## config.mk

```make
export PLATFORM = sky130hd
export DESIGN_NAME = whack_game_controller_flat
export DESIGN_NICKNAME = d
export VERILOG_FILES = /design/src/rtl/whack_pkg.sv /design/src/rtl/whack_game_controller_if.sv /design/src/rtl/mole_lfsr.sv /design/src/rtl/whack_game_controller.sv /design/src/flat_wrapper.sv
export SDC_FILE = /design/constraint.sdc
export NUM_CORES = 1
export LEC_CHECK = 0
export ABC_AREA = 0
export BUFFER_PORTS_ARGS = -buffer_cell sky130_fd_sc_hd__clkbuf_2
export CAP_MARGIN = 5
export CORE_MARGIN = 3
export CORE_UTILIZATION = 45
export CTS_BUF_LIST = sky130_fd_sc_hd__clkbuf_16
export DETAILED_ROUTE_END_ITERATION = 10
export GPL_ROUTABILITY_DRIVEN = 0
export HOLD_SLACK_MARGIN = 0.15
export PLACE_DENSITY_LB_ADDON = 0.2
export SLEW_MARGIN = 20
export SYNTH_ARGS = -nofsm -noshare
export SYNTH_HDL_FRONTEND = slang
export SYNTH_SLANG_ARGS = --single-unit
```

## constraint.sdc

```tcl
create_clock -name clk -period 2.25 [get_ports clk]
set_input_delay 0.1125 -clock clk [delete_from_list [all_inputs] [get_ports clk]]
set_output_delay 0.1125 -clock clk [all_outputs]
set_load 0.01 [all_outputs]
```

## src/rtl/whack_pkg.sv

```systemverilog
// Shared types and constants for the whack-a-mole game controller.
package whack_pkg;

    typedef enum logic [1:0] {
        StIdle = 2'd0,
        StPlay = 2'd1,
        StOver = 2'd2
    } game_state_e;

    localparam int unsigned NUM_HOLES = 8;
    localparam int unsigned HOLE_W    = 3;

    // Fibonacci taps 16,14,13,11 as bit positions 15,13,12,10.
    localparam logic [15:0] LFSR_TAPS = 16'hB400;

endpackage

```

## src/rtl/whack_game_controller_if.sv

```systemverilog
// Controller <-> score evaluator handshake; master is the controller side.
interface whack_game_controller_if;
    import whack_pkg::*;

    logic [HOLE_W-1:0] user_guess;
    logic [HOLE_W-1:0] mole_pos;
    logic              eval_now;
    logic              restart_game;
    logic              mole_change;
    logic              game_over;
    logic              i_guess_correct;
    logic              i_guess_now;
    logic [7:0]        i_score;

    modport master (
        output user_guess, mole_pos, eval_now, restart_game, mole_change, game_over,
        input  i_guess_correct, i_guess_now, i_score
    );

    modport slave (
        input  user_guess, mole_pos, eval_now, restart_game, mole_change, game_over,
        output i_guess_correct, i_guess_now, i_score
    );

endinterface

```

## src/rtl/mole_lfsr.sv

```systemverilog
// Free-running 16-bit Fibonacci LFSR for mole placement; reset loads SEED.
module mole_lfsr
    import whack_pkg::*;
#(
    parameter logic [15:0] SEED = 16'hACE1
) (
    input  logic              clk,
    input  logic              rst,
    output logic [HOLE_W-1:0] o_low
);

    logic [15:0] r_lfsr;

    always_ff @(posedge clk) begin
        if (rst) begin
            r_lfsr <= SEED;
        end else begin
            r_lfsr <= {r_lfsr[14:0], ^(r_lfsr & LFSR_TAPS)};
        end
    end

    assign o_low = r_lfsr[HOLE_W-1:0];

endmodule

```

## src/rtl/whack_game_controller.sv

```systemverilog
// Whack-a-mole sequencer: game FSM, round timer, mole placement, button encode.
// Optional WHACK_SPEEDUP_EN shortens mole dwell as the score rises.
module whack_game_controller
    import whack_pkg::*;
#(
    parameter int unsigned TICK_CYCLES  = 100000000,
    parameter int unsigned GAME_SECONDS = 30,
    parameter int unsigned MOLE_CYCLES  = 150000000,
    parameter logic [15:0] LFSR_SEED    = 16'hACE1
) (
    input  logic                    clk,
    input  logic                    rst,
    input  logic                    i_start,
    input  logic [NUM_HOLES-1:0]    i_btn,
    whack_game_controller_if.master bus,
    output logic [5:0]              time_left,
    output logic [1:0]              state
);

    localparam int unsigned TICK_W = (TICK_CYCLES > 1) ? $clog2(TICK_CYCLES) : 1;
    localparam logic [TICK_W-1:0] TICK_LAST = TICK_W'(TICK_CYCLES - 1);
    localparam logic [27:0] MOLE_LIMIT = 28'(MOLE_CYCLES);

    game_state_e          r_state;
    logic                 r_start_prev;
    logic [NUM_HOLES-1:0] r_btn_prev;
    logic [TICK_W-1:0]    r_tick;
    logic [5:0]           r_time_left;
    logic [27:0]          r_mole_cnt;
    logic                 r_place_req;
    logic [HOLE_W-1:0]    r_user_guess;
    logic [HOLE_W-1:0]    r_mole_pos;
    logic                 r_eval_now;
    logic                 r_restart;
    logic                 r_mole_change;
    logic                 r_game_over;

    logic                 w_start_edge;
    logic [NUM_HOLES-1:0] w_btn_edge;
    logic                 w_tick_wrap;
    logic                 w_round_end;
    logic                 w_relocate;
    logic                 w_accept;
    logic [HOLE_W-1:0]    w_btn_idx;
    logic [HOLE_W-1:0]    w_lfsr_low;
    logic [HOLE_W-1:0]    w_new_pos;
    logic [27:0]          w_mole_limit;

`ifdef WHACK_SPEEDUP_EN
    logic [27:0] r_mole_limit;
    logic [1:0]  w_shift;
    logic [27:0] w_dwell;
    logic        w_unused_score_lsb;

    always_comb begin
        w_shift = (|bus.i_score[7:4]) ? 2'd3 : bus.i_score[3:2];
        w_dwell = MOLE_LIMIT >> w_shift;
        if (w_dwell == 28'd0) begin
            w_dwell = 28'd1;
        end
    end

    assign w_mole_limit       = r_mole_limit;
    assign w_unused_score_lsb = ^bus.i_score[1:0];
`else
    logic w_unused_score;

    assign w_mole_limit   = MOLE_LIMIT;
    assign w_unused_score = ^bus.i_score;
`endif

    mole_lfsr #(
        .SEED (LFSR_SEED)
    ) u_lfsr (
        .clk   (clk),
        .rst   (rst),
        .o_low (w_lfsr_low)
    );

    always_comb begin
        w_start_edge = i_start & ~r_start_prev;
        w_btn_edge   = i_btn & ~r_btn_prev;
        w_tick_wrap  = (r_tick == TICK_LAST);
        // Final tick of the round: a press now would strobe after game_over rises.
        w_round_end  = w_tick_wrap && (r_time_left == 6'd1);
        w_relocate   = r_place_req || bus.i_guess_correct ||
                       (r_mole_cnt == w_mole_limit - 28'd1);
        w_accept     = (r_state == StPlay) && bus.i_guess_now && (r_time_left != 6'd0) &&
                       !w_round_end && (|w_btn_edge);
        w_btn_idx    = '0;
        for (int i = NUM_HOLES - 1; i >= 0; i--) begin
            if (w_btn_edge[i]) begin
                w_btn_idx = HOLE_W'(i);
            end
        end
        w_new_pos = (w_lfsr_low == r_mole_pos) ? r_mole_pos + HOLE_W'(1) : w_lfsr_low;
    end

    always_ff @(posedge clk) begin
        if (rst) begin
            r_state       <= StIdle;
            r_start_prev  <= 1'b0;
            r_btn_prev    <= '0;
            r_tick        <= '0;
            r_time_left   <= 6'd0;
            r_mole_cnt    <= 28'd0;
            r_place_req   <= 1'b0;
            r_user_guess  <= '0;
            r_mole_pos    <= '0;
            r_eval_now    <= 1'b0;
            r_restart     <= 1'b0;
            r_mole_change <= 1'b0;
            r_game_over   <= 1'b0;
`ifdef WHACK_SPEEDUP_EN
            r_mole_limit  <= MOLE_LIMIT;
`endif
        end else begin
            r_start_prev  <= i_start;
            r_btn_prev    <= i_btn;
            r_restart     <= 1'b0;
            r_mole_change <= 1'b0;
            r_eval_now    <= 1'b0;
            r_place_req   <= 1'b0;
            case (r_state)
                StIdle, StOver: begin
                    if (w_start_edge) begin
                        r_state     <= StPlay;
                        r_restart   <= 1'b1;
                        r_game_over <= 1'b0;
                        r_time_left <= 6'(GAME_SECONDS);
                        r_tick      <= '0;
                        r_mole_cnt  <= 28'd0;
                        r_place_req <= 1'b1;
                    end
                end
                StPlay: begin
                    if (w_tick_wrap) begin
                        r_tick      <= '0;
                        r_time_left <= r_time_left - 6'd1;
                        if (r_time_left == 6'd1) begin
                            r_state     <= StOver;
                            r_game_over <= 1'b1;
                        end
                    end else begin
                        r_tick <= r_tick + TICK_W'(1);
                    end
                    if (w_relocate) begin
                        r_mole_pos    <= w_new_pos;
                        r_mole_change <= 1'b1;
                        r_mole_cnt    <= 28'd0;
`ifdef WHACK_SPEEDUP_EN
                        r_mole_limit  <= w_dwell;
`endif
                    end else begin
                        r_mole_cnt <= r_mole_cnt + 28'd1;
                    end
                    if (w_accept) begin
                        r_user_guess <= w_btn_idx;
                        r_eval_now   <= 1'b1;
                    end
                end
                default: r_state <= StIdle;
            endcase
        end
    end

    assign bus.user_guess   = r_user_guess;
    assign bus.mole_pos     = r_mole_pos;
    assign bus.eval_now     = r_eval_now;
    assign bus.restart_game = r_restart;
    assign bus.mole_change  = r_mole_change;
    assign bus.game_over    = r_game_over;
    assign time_left        = r_time_left;
    assign state            = r_state;

endmodule
```

## src/flat_wrapper.sv

```systemverilog
// flat-port wrapper written by rule: the top's interface ports become plain ports
module whack_game_controller_flat import whack_pkg::*;
#(
    parameter int unsigned TICK_CYCLES  = 100000000,
    parameter int unsigned GAME_SECONDS = 30,
    parameter int unsigned MOLE_CYCLES  = 150000000,
    parameter logic [15:0] LFSR_SEED    = 16'hACE1
)
  (clk, rst, i_start, i_btn, time_left, state, bus_user_guess, bus_mole_pos, bus_eval_now, bus_restart_game, bus_mole_change, bus_game_over, bus_i_guess_correct, bus_i_guess_now, bus_i_score);
  whack_game_controller_if bus_i ();
  input  logic clk;
  input  logic rst;
  input  logic i_start;
  input  logic [NUM_HOLES-1:0] i_btn;
  output logic [5:0] time_left;
  output logic [1:0] state;
  output wire logic [$bits(bus_i.user_guess)-1:0] bus_user_guess;
  output wire logic [$bits(bus_i.mole_pos)-1:0] bus_mole_pos;
  output wire logic [$bits(bus_i.eval_now)-1:0] bus_eval_now;
  output wire logic [$bits(bus_i.restart_game)-1:0] bus_restart_game;
  output wire logic [$bits(bus_i.mole_change)-1:0] bus_mole_change;
  output wire logic [$bits(bus_i.game_over)-1:0] bus_game_over;
  input wire logic [$bits(bus_i.i_guess_correct)-1:0] bus_i_guess_correct;
  input wire logic [$bits(bus_i.i_guess_now)-1:0] bus_i_guess_now;
  input wire logic [$bits(bus_i.i_score)-1:0] bus_i_score;
  assign bus_user_guess = bus_i.user_guess;
  assign bus_mole_pos = bus_i.mole_pos;
  assign bus_eval_now = bus_i.eval_now;
  assign bus_restart_game = bus_i.restart_game;
  assign bus_mole_change = bus_i.mole_change;
  assign bus_game_over = bus_i.game_over;
  assign bus_i.i_guess_correct = bus_i_guess_correct;
  assign bus_i.i_guess_now = bus_i_guess_now;
  assign bus_i.i_score = bus_i_score;
  whack_game_controller #(.TICK_CYCLES(TICK_CYCLES), .GAME_SECONDS(GAME_SECONDS), .MOLE_CYCLES(MOLE_CYCLES), .LFSR_SEED(LFSR_SEED)) u_core (.clk(clk), .rst(rst), .i_start(i_start), .i_btn(i_btn), .bus(bus_i), .time_left(time_left), .state(state));
endmodule
```

==> run metrics <==
status=complete, no violations; reg2reg start=u_core.r_mole_cnt[17]; MaxCap Viol Count=0; hold slack final=0.222 ns; sequential area share after synthesis=41.9%; adder-cell share of the synthesized area=1.34%; Hold Path End=u_core.bus.eval_now; I/O pin cnt=39; Clock Tree Root=clkbuf_16; CTS Buffer Depth=2; vias in the first global route=4,091; antenna violations before repair=0; chip height=108 um; PnR worst setup slack=0.0834 ns; leakage=2.16 nW; Remaining DRCs=0; syn avg cell area=8.54 um^2; TritonCTS buffer count=9; Setup crit start kind=flip-flop; required time worst endpoint=2.54 ns; dpl hpwl=7340 um; worst hold start=rst; Netlist cell types=64; Slew headroom=67.8%; Max Freq=462 MHz; R2R Setup Slk=0.08 ns; Setup WS pre-CTS=0.0784 ns; drt pass-1 iters=5; xor/xnor share of the synthesized area=3.37%; fin crit share=96.3%; Via density=5.73; pin count of the biggest net entering global routing=40; CP Max Fanout=7; RSZ-0062 raised after global routing=false; Final Max Tran Viols=0; Final ANT Viol Nets=0; number of synthesized flops with an enable pin=0; Setup Viol. Count Final=0; GRT Overall Usage=20.5%; Clock Skew=0.00740 ns; routed length per instance=14.6 um; TritonCTS clock tree=yes; CTS sink count=98; mux cell area share after synthesis=1.50%; Cells after Synth=548; share of cells above drive strength 1=19.5%; core area=9950 um^2; FF-to-FF path depth=6; Routed WL=11,200 um; Hold Path Cell Cnt=4; CP endpoint kind=flip-flop; clock insertion delay at the later pin of the skew report=0.35 ns; peak supply drop=0.384 mV; CTS H-tree depth=3; post-synth top area cell=dfxtp_1; synthesized flop and latch total=98; Cell Pwr Density=642 nW/um^2; total power=0.00371 W; # rows=36; Iter 0 DRT Violations=276; most common cell in the netlist=dfxtp_1; crit path kind=flip-flop to flip-flop; Ys Warns=0; main combinational cell family by area after synthesis=simple AND/OR/NAND/NOR gates; first-pass GRT wire length=19,300 um; actual slew at the worst max-slew pin=0.481 ns; Synth Area in Compound Gates=18.3%; final hold violation count=0; Cell Area, Synth=4680 um^2; gr ovfl total=0; routed vias=4,404; Nets=657; Worst-path clk slew=0.07 ns; ANT cells=0; min-delay worst type=input pin to flip-flop; Die Outline Area=11,700 um^2; Arrival @ worst endpoint=2.45 ns; IO Port Bufs=30; Syn-to-layout area delta=23.5%; top cells by count, synth=98 x dfxtp_1, 48 x nand2_1, 38 x a21oi_1; Fill cells=904; Reg-to-Reg End=u_core.bus.mole_pos[1]; simple logic cell fraction of the synthesized area=30.0%; Synth area leaders=dfxtp_1 42%, a21oi_1 4.1%, a31oi_1 3.9%, nand2_1 3.8%, nand3_1 3.2%; Net Count, Synth=574; initial core utilization=47.0%; dominant synthesized flop cell=dfxtp_1; ys async rst share=0%; Final Critical Period=2.17 ns; Die W=108 um; Fin Setup TNS=0 ns; Post-Route Utilization=58.1%; post-synth top area share=41.9%
-- report_power, final --
group          internal (W)  total (W)  switching [W]
combinational      0.000170   0.000388       0.000218
clock              0.000770    0.00151       0.000736
sequential          0.00178    0.00182      0.0000360
-- cell type report --
cell class | count | area, um^2 | area share (%)
Inverter | 15 | 56.3 | 0.974
Sequential cell | 98 | 1960 | 34.0
Clock inverter | 7 | 60.1 | 1.04
Tap cell | 133 | 166 | 2.88
Multi-Input combinational cell | 410 | 2610 | 45.1
Clock buffer | 9 | 225 | 3.89
Timing Repair Buffer | 97 | 704 | 12.2
-- worst max path at each step --
stage,startpoint,cells past startpoint,to
6_report,u_core.r_mole_cnt[17],6,u_core.bus.mole_pos[1]
2_1_floorplan,u_core.r_tick[0],6,u_core.time_left[5]
3_5_place_dp,u_core.r_mole_cnt[10],5,u_core.bus.mole_pos[2]
3_3_place_gp,u_core.r_mole_cnt[10],5,u_core.bus.mole_pos[0]
4_1_cts,u_core.r_mole_cnt[10],5,u_core.bus.mole_pos[2]
5_1_grt,u_core.r_mole_cnt[17],7,u_core.r_mole_cnt[22]
-- placed cells by master (no fill, tap or decap), types with 7 or more instances in the layout --
master,n
dfxtp_1,96
nand2_1,48
buf_4,47
a21oi_1,38
nand3_1,30
clkbuf_2,30
a31oi_1,29
nor2_1,28
o21ai_0,27
nor2b_1,22
dlygate4sd3_1,19
nand4_1,18
inv_1,15
nor3_1,14
nand2b_1,13
or2_2,10
xor2_1,9
xnor2_1,9
clkbuf_16,9
or3_1,8
and4_1,7
mux2i_1,7
-- logic make-up after synthesis --
kind of cell	Yosys count
compound gates	137
xor+xnor	18
fa+ha+maj	5
buf+inv	40
flops	98
mux	7
simple gates	243
-- repair_timing --
item                                   4_1_cts  5_1_grt
hold buffers                                19        0
endpoints found under the hold margin       12        0
resized for setup                            0       11
setup endpoints to repair                    0        8
setup buffers                                0        6
-- registers in the layout (all words and copies together), names as in the netlist --
| name | flops |
|---|---|
| u_core.state | 2 |
| u_core.u_lfsr.r_lfsr | 16 |
| u_core.r_tick | 27 |
| u_core.time_left | 6 |
| u_core.r_btn_prev | 8 |
| u_core.bus.mole_change | 1 |
| u_core.bus.mole_pos | 3 |
| u_core.bus.eval_now | 1 |
| u_core.r_place_req | 1 |
| u_core.bus.game_over | 1 |
| u_core.bus.user_guess | 3 |
| u_core.r_start_prev | 1 |
| u_core.r_mole_cnt | 28 |
-- metal layers --
metal	track usage [%]	wire length (um)
met3	5.31	506
met4	8.03	214
met1	27.6	5400
met5	0	0
met2	31.4	5080
-- through the flow --
| step | instances | instance area, um^2 |
|---|---|---|
| global placement | 728 | 5210 |
| CTS | 763 | 5680 |
| detailed placement | 728 | 5210 |
| global route | 769 | 5780 |
| floorplan | 548 | 4680 |
| finish | 769 | 5780 |
-- critical path: stages (launching register included) --
cell,delay [ns]
dfxtp_2,0.35
or4_4,0.55
nor4_4,0.40
a211oi_4,0.13
buf_4,0.16
or3_1,0.36
a21oi_1,0.14
No activity file was read; power rests on OpenSTA's default activity.
